`config.mk`:
```
export PLATFORM = sky130hd
export DESIGN_NAME = jtag_mem_bridge
export DESIGN_NICKNAME = d
export VERILOG_FILES = /design/src/rtl/jtag_mem_bridge.sv
export SDC_FILE = /design/constraint.sdc
export NUM_CORES = 1
export LEC_CHECK = 0
export ABC_AREA = 1
export CAP_MARGIN = 0
export CORE_ASPECT_RATIO = 1.75
export CORE_UTILIZATION = 45
export CTS_CLUSTER_DIAMETER = 60
export DETAILED_ROUTE_END_ITERATION = 6
export PLACE_DENSITY = 0.75
export SLEW_MARGIN = 25
export SYNTH_ARGS = -nofsm -noshare
export SYNTH_HDL_FRONTEND = slang
export SYNTH_SLANG_ARGS = --single-unit
```
`constraint.sdc`:
```
create_clock -name TCK -period 12.14 [get_ports TCK]
set_input_delay 1.821 -clock TCK [delete_from_list [all_inputs] [get_ports TCK]]
set_output_delay 1.821 -clock TCK [all_outputs]
set_load 0.05 [all_outputs]
```
`src/rtl/jtag_mem_bridge.sv`:
```
// JTAG-to-memory bridge: a command chain sets address/mode/byte-enables, a data chain
// shifts write data in and prefetched read data out, with a latency-counted read engine.
module jtag_mem_bridge #(
  parameter int unsigned DATA_W    = 64,
  parameter int unsigned ADDR_W    = 32,
  parameter int unsigned ADDR_STEP = 1,
  parameter int unsigned READ_LAT  = 1
) (
  input  logic                TCK,
  input  logic                RESET,
  input  logic                CMD_SEL,
  input  logic                CMD_CAPTURE,
  input  logic                CMD_SHIFT,
  input  logic                CMD_UPDATE,
  input  logic                CMD_TDI,
  output logic                CMD_TDO,
  input  logic                DAT_SEL,
  input  logic                DAT_CAPTURE,
  input  logic                DAT_SHIFT,
  input  logic                DAT_UPDATE,
  input  logic                DAT_TDI,
  output logic                DAT_TDO,
  output logic [ADDR_W-1:0]   ADDR,
  output logic [DATA_W-1:0]   TO_MEM,
  output logic [DATA_W/8-1:0] BE,
  output logic                WREN,
  output logic                RDEN,
  input  logic [DATA_W-1:0]   FROM_MEM,
  output logic [5:0]          DBG
);

  localparam int unsigned NB    = DATA_W / 8;
  localparam int unsigned CMD_W = ADDR_W + 2 + NB;

  typedef enum logic [0:0] {StIdle, StWait} state_e;

  state_e             st_q, st_d;
  logic [2:0]         cnt_q, cnt_d;
  logic [CMD_W-1:0]   cmd_sr_q, cmd_sr_d;
  logic [DATA_W-1:0]  dat_sr_q, dat_sr_d;
  logic [DATA_W-1:0]  rd_buf_q, rd_buf_d;
  logic [DATA_W-1:0]  to_mem_q, to_mem_d;
  logic [ADDR_W-1:0]  addr_q, addr_d;
  logic [NB-1:0]      be_q, be_d;
  logic               wr_q, wr_d;
  logic               inc_q, inc_d;
  logic               busy_q, busy_d;
  logic               wren_q, wren_d;
  logic               rden_q, rden_d;
  // incr_pend: write with INC still owes the address bump; pf_pend: read bump owes a prefetch
  logic               incr_pend_q, incr_pend_d;
  logic               pf_pend_q, pf_pend_d;
  logic               cmd_cap, cmd_shift, cmd_upd;
  logic               dat_cap, dat_shift, dat_upd;
  logic               pf_go;
  logic               rd_pending;

  assign cmd_cap   = CMD_SEL & CMD_CAPTURE;
  assign cmd_shift = CMD_SEL & CMD_SHIFT;
  assign cmd_upd   = CMD_SEL & CMD_UPDATE;
  assign dat_cap   = DAT_SEL & DAT_CAPTURE;
  assign dat_shift = DAT_SEL & DAT_SHIFT;
  assign dat_upd   = DAT_SEL & DAT_UPDATE & ~cmd_upd;

  assign rd_pending = (st_q == StWait);

  always_comb begin
    st_d        = st_q;
    cnt_d       = cnt_q;
    cmd_sr_d    = cmd_sr_q;
    dat_sr_d    = dat_sr_q;
    rd_buf_d    = rd_buf_q;
    to_mem_d    = to_mem_q;
    addr_d      = addr_q;
    be_d        = be_q;
    wr_d        = wr_q;
    inc_d       = inc_q;
    busy_d      = busy_q;
    wren_d      = 1'b0;
    rden_d      = 1'b0;
    incr_pend_d = 1'b0;
    pf_pend_d   = 1'b0;
    pf_go       = 1'b0;

    if (cmd_cap) begin
      cmd_sr_d = {be_q, wr_q, inc_q, addr_q};
    end else if (cmd_shift) begin
      cmd_sr_d = {CMD_TDI, cmd_sr_q[CMD_W-1:1]};
    end

    if (dat_cap) begin
      dat_sr_d = rd_buf_q;
      if (rd_pending) busy_d = 1'b1;
    end else if (dat_shift) begin
      dat_sr_d = {DAT_TDI, dat_sr_q[DATA_W-1:1]};
    end

    if (incr_pend_q) begin
      addr_d = addr_q + ADDR_W'(ADDR_STEP);
      pf_go  = 1'b1;
    end
    if (pf_pend_q) pf_go = 1'b1;

    if (cmd_upd) begin
      addr_d = cmd_sr_q[ADDR_W-1:0];
      inc_d  = cmd_sr_q[ADDR_W];
      wr_d   = cmd_sr_q[ADDR_W+1];
      be_d   = cmd_sr_q[CMD_W-1:ADDR_W+2];
      busy_d = 1'b0;
      pf_go  = 1'b1;
    end else if (dat_upd) begin
      if (wr_q) begin
        to_mem_d    = dat_sr_q;
        wren_d      = 1'b1;
        incr_pend_d = inc_q;
      end else if (inc_q) begin
        addr_d    = addr_q + ADDR_W'(ADDR_STEP);
        pf_pend_d = 1'b1;
      end
    end

    unique case (st_q)
      StIdle: ;
      StWait: begin
        if (cnt_q == 3'd0) begin
          rd_buf_d = FROM_MEM;
          st_d     = StIdle;
        end else begin
          cnt_d = cnt_q - 3'd1;
        end
      end
      default: st_d = StIdle;
    endcase

    // A new prefetch always restarts the engine; any in-flight result is dropped.
    if (pf_go) begin
      rden_d = 1'b1;
      st_d   = StWait;
      cnt_d  = 3'(READ_LAT);
    end
  end

  always_ff @(posedge TCK or posedge RESET) begin
    if (RESET) begin
      st_q        <= StIdle;
      cnt_q       <= '0;
      cmd_sr_q    <= '0;
      dat_sr_q    <= '0;
      rd_buf_q    <= '0;
      to_mem_q    <= '0;
      addr_q      <= '0;
      be_q        <= '0;
      wr_q        <= 1'b0;
      inc_q       <= 1'b0;
      busy_q      <= 1'b0;
      wren_q      <= 1'b0;
      rden_q      <= 1'b0;
      incr_pend_q <= 1'b0;
      pf_pend_q   <= 1'b0;
    end else begin
      st_q        <= st_d;
      cnt_q       <= cnt_d;
      cmd_sr_q    <= cmd_sr_d;
      dat_sr_q    <= dat_sr_d;
      rd_buf_q    <= rd_buf_d;
      to_mem_q    <= to_mem_d;
      addr_q      <= addr_d;
      be_q        <= be_d;
      wr_q        <= wr_d;
      inc_q       <= inc_d;
      busy_q      <= busy_d;
      wren_q      <= wren_d;
      rden_q      <= rden_d;
      incr_pend_q <= incr_pend_d;
      pf_pend_q   <= pf_pend_d;
    end
  end

  assign CMD_TDO = cmd_sr_q[0];
  assign DAT_TDO = dat_sr_q[0];
  assign ADDR    = addr_q;
  assign TO_MEM  = to_mem_q;
  assign BE      = be_q;
  assign WREN    = wren_q;
  assign RDEN    = rden_q;
  assign DBG     = {busy_q, rd_pending, wr_q, inc_q, wren_q, rden_q};

endmodule

```
==> metrics <==
Post-synth EDFFs=0; fraction of registers with async set/reset=100%; post-CTS setup buffers=0; # Max-Cap Violations=0; first-pass GRT wire length=about 48000 µm; top-count cell post-synth=o21ai_0; fin area=15400 µm²; clk slew on worst S/H paths=around 60 ps; relative slew slack=roughly two fifths; vias in the first global route=between 9000 and 10000; Final period util=between 30 and 40%; Worst setup SP type=input port; status=finished clean; Fmax=around 250 MHz; initial antenna violation count=0; worst-margin pin slew=about 870 ps; Syn Nets=between 1000 and 1500; top post-synthesis cells by count=o21ai_0 (390), dfrtp_1 (285), nand2_1 (169), inv_1 (144), mux2_2 (64); Post-Route WL=29100 µm; Crit Path Max Fanout=70; clock latency on the worst-skew pair=around 540 ps; RSZ-0062 raised after global routing=false; Simple-Gate Fraction of Synth Area=a little over a tenth; DRT antenna net count=0; area of the die=about 28000 µm²; post-synthesis sequential area ratio=a little under three fifths; crit path capture type=register; DRC=0; initial core utilization=around 46%; Synth Area per Inst=roughly 9.5 µm²; Via density=approximately 5.3; total global-route track usage=20.9%; Yosys top cell area share=57.5%; worst path arrival time=between 4000 and 5000 ps; nets=around 1500; post-synthesis compound-gate area fraction=roughly 18%; final hold viol count=0; min cycle time layout=4030 ps; DR WL/cell=roughly 16 µm; Setup CP Type=input port to register; setup TNS=0 ps; Leak=6.84 nW; xor/xnor share of the synthesized area=less than 1%; Seq cells post-synth=~290; fraction of layout cells with a size suffix above 1=a little over a tenth; IO Count=190; post-synthesis mux area share=between 5 and 6%; DIE HEIGHT=222 µm; maximum vdd ir drop=~200 µV; GRT Residual Overflow=0; num rows=80; largest family of logic cells by synthesized area=compound AO/OA/AOI/OAI gates; H-tree depth=1; worst min path class=register to register; pin count of the biggest net entering global routing=between 100 and 150; DP Area=approximately 14000 µm²; total power=about 3.5 mW; core footprint=27100 µm²; Post-Synth Adder-Cell Area=less than 1%; Mapped Cells=approximately 1300; clk root buf=clkbuf_16; Yosys warning count=0; synthesized area=between 10000 and 15000 µm²; Fill cells=between 2000 and 2500; Final Non-Filler Cells=between 1500 and 2000; area leader, netlist=dfrtp_1; area added between synthesis and finish=24.2%; Power Dens Cells=~230 nW/µm²; fin. max-slew vios=0; gpl congestion=just under 0.9; TritonCTS buffer count=26; die span in x=around 130 µm; Required @ worst endpoint=about 13000 ps; n_diodes=0; post_cts resized=0; CTS max path bufs=3; fin util=56.8%; placed insts=between 1500 and 2000; Post-CTS Hold Buffers=0; clk sink count=between 200 and 300; HPWL after detailed placement=18700 µm; DR pass1 iterations=6; post-synth cell types=35; most area-consuming cells after synthesis=dfrtp_1 (58%), o21ai_0 (16%), mux2_2 (5.8%); endpoints failing setup=0; via count=9651; top_reg_cell synth=dfrtp_1; initial DRC count=between 700 and 800; TritonCTS clock tree=yes; Final Skew=roughly 9 ps; port bufs=189
per-stage QoR:
stage / setup slack, ps / hold slack (ps)
after floorplan: 2460 / 449
after global placement: 7160 / 458
after detailed placement: 7130 / 469
after CTS: 7730 / 483
after global routing: 7860 / 501
final: 8110 / 480
cells by family after synthesis:
family          Yosys count
flops                   285
mux                      64
buf+inv                 231
fa+ha+maj                 3
compound gates          432
simple gates            278
xor+xnor                 11
sequential cells by signal, indices dropped and copies added (netlist names), 3 cells and up:
name / flops
BE: 8
cnt_q: 3
rd_buf_q: 64
ADDR: 32
TO_MEM: 64
cmd_sr_q: 42
dat_sr_q: 64
worst max-delay path, stage by stage:
cell and delay, ps:
clkdlybuf4s50_1 490, nand2_4 590, inv_4 260, nor2_4 170, nand2_4 70, nand2_4 360, nand3_2 240, nor2_2 160
nand3_1 80, nand3_1 80, nand2_1 70
layout by cell type, fill, tap and decap left out, types with 3 or more instances in the layout:
cell,instances
inv_1,143
dfrtp_1,285
nand2_4,6
nand4_1,13
nor2_2,13
nor2_1,21
xnor2_1,6
nand2_2,8
clkbuf_16,27
clkinv_2,3
clkdlybuf4s50_1,189
a21oi_1,7
o21ai_0,390
ha_1,3
nand3_1,31
clkbuf_1,5
clkbuf_8,7
o21ai_2,3
nor2_4,5
inv_2,3
nand2_1,165
nor3_1,8
buf_4,7
o21ai_1,25
xor2_1,5
mux2_2,64
path summary, 6_finish.rpt:
path	startpoint	end	slack, ps	cells after the start
setup / recovery	CMD_SEL	ADDR[26]	8110	11
hold / removal	TO_MEM[5]	TO_MEM[5]	480	2
max in group asynchronous	RESET	TO_MEM[51]	8280	4
setup reg to reg	cnt_q[0]	rd_buf_q[39]	10160	5
min in group asynchronous	RESET	cnt_q[0]	1800	2
hold reg to reg	TO_MEM[5]	TO_MEM[5]	480	2
report_power, final:
part	internal [mW]	switching (mW)	total, mW
clock network	0.491	0.352	0.844
logic	0.462	0.787	1.25
registers	1.25	0.179	1.43
per-layer routing:
| metal | track usage [%] | wire (µm) |
|---|---|---|
| met1 | 23.5 | 11000 |
| met2 | 37.9 | 15300 |
| met3 | 3.33 | 1530 |
| met4 | 10.4 | 1250 |
| met5 | 0 | 0 |
area by class of cell:
type | instances | area (µm²) | area share, %
Multi-Input combinational cell | 788 | 4350 | 28.3
Timing Repair Buffer | 199 | 1990 | 13.0
Tap cell | 369 | 462 | 3.00
Clock buffer | 39 | 791 | 5.13
Sequential cell | 285 | 7130 | 46.3
Clock inverter | 7 | 93.8 | 0.609
Inverter | 149 | 576 | 3.74
Power figures use the tool's default switching activity.
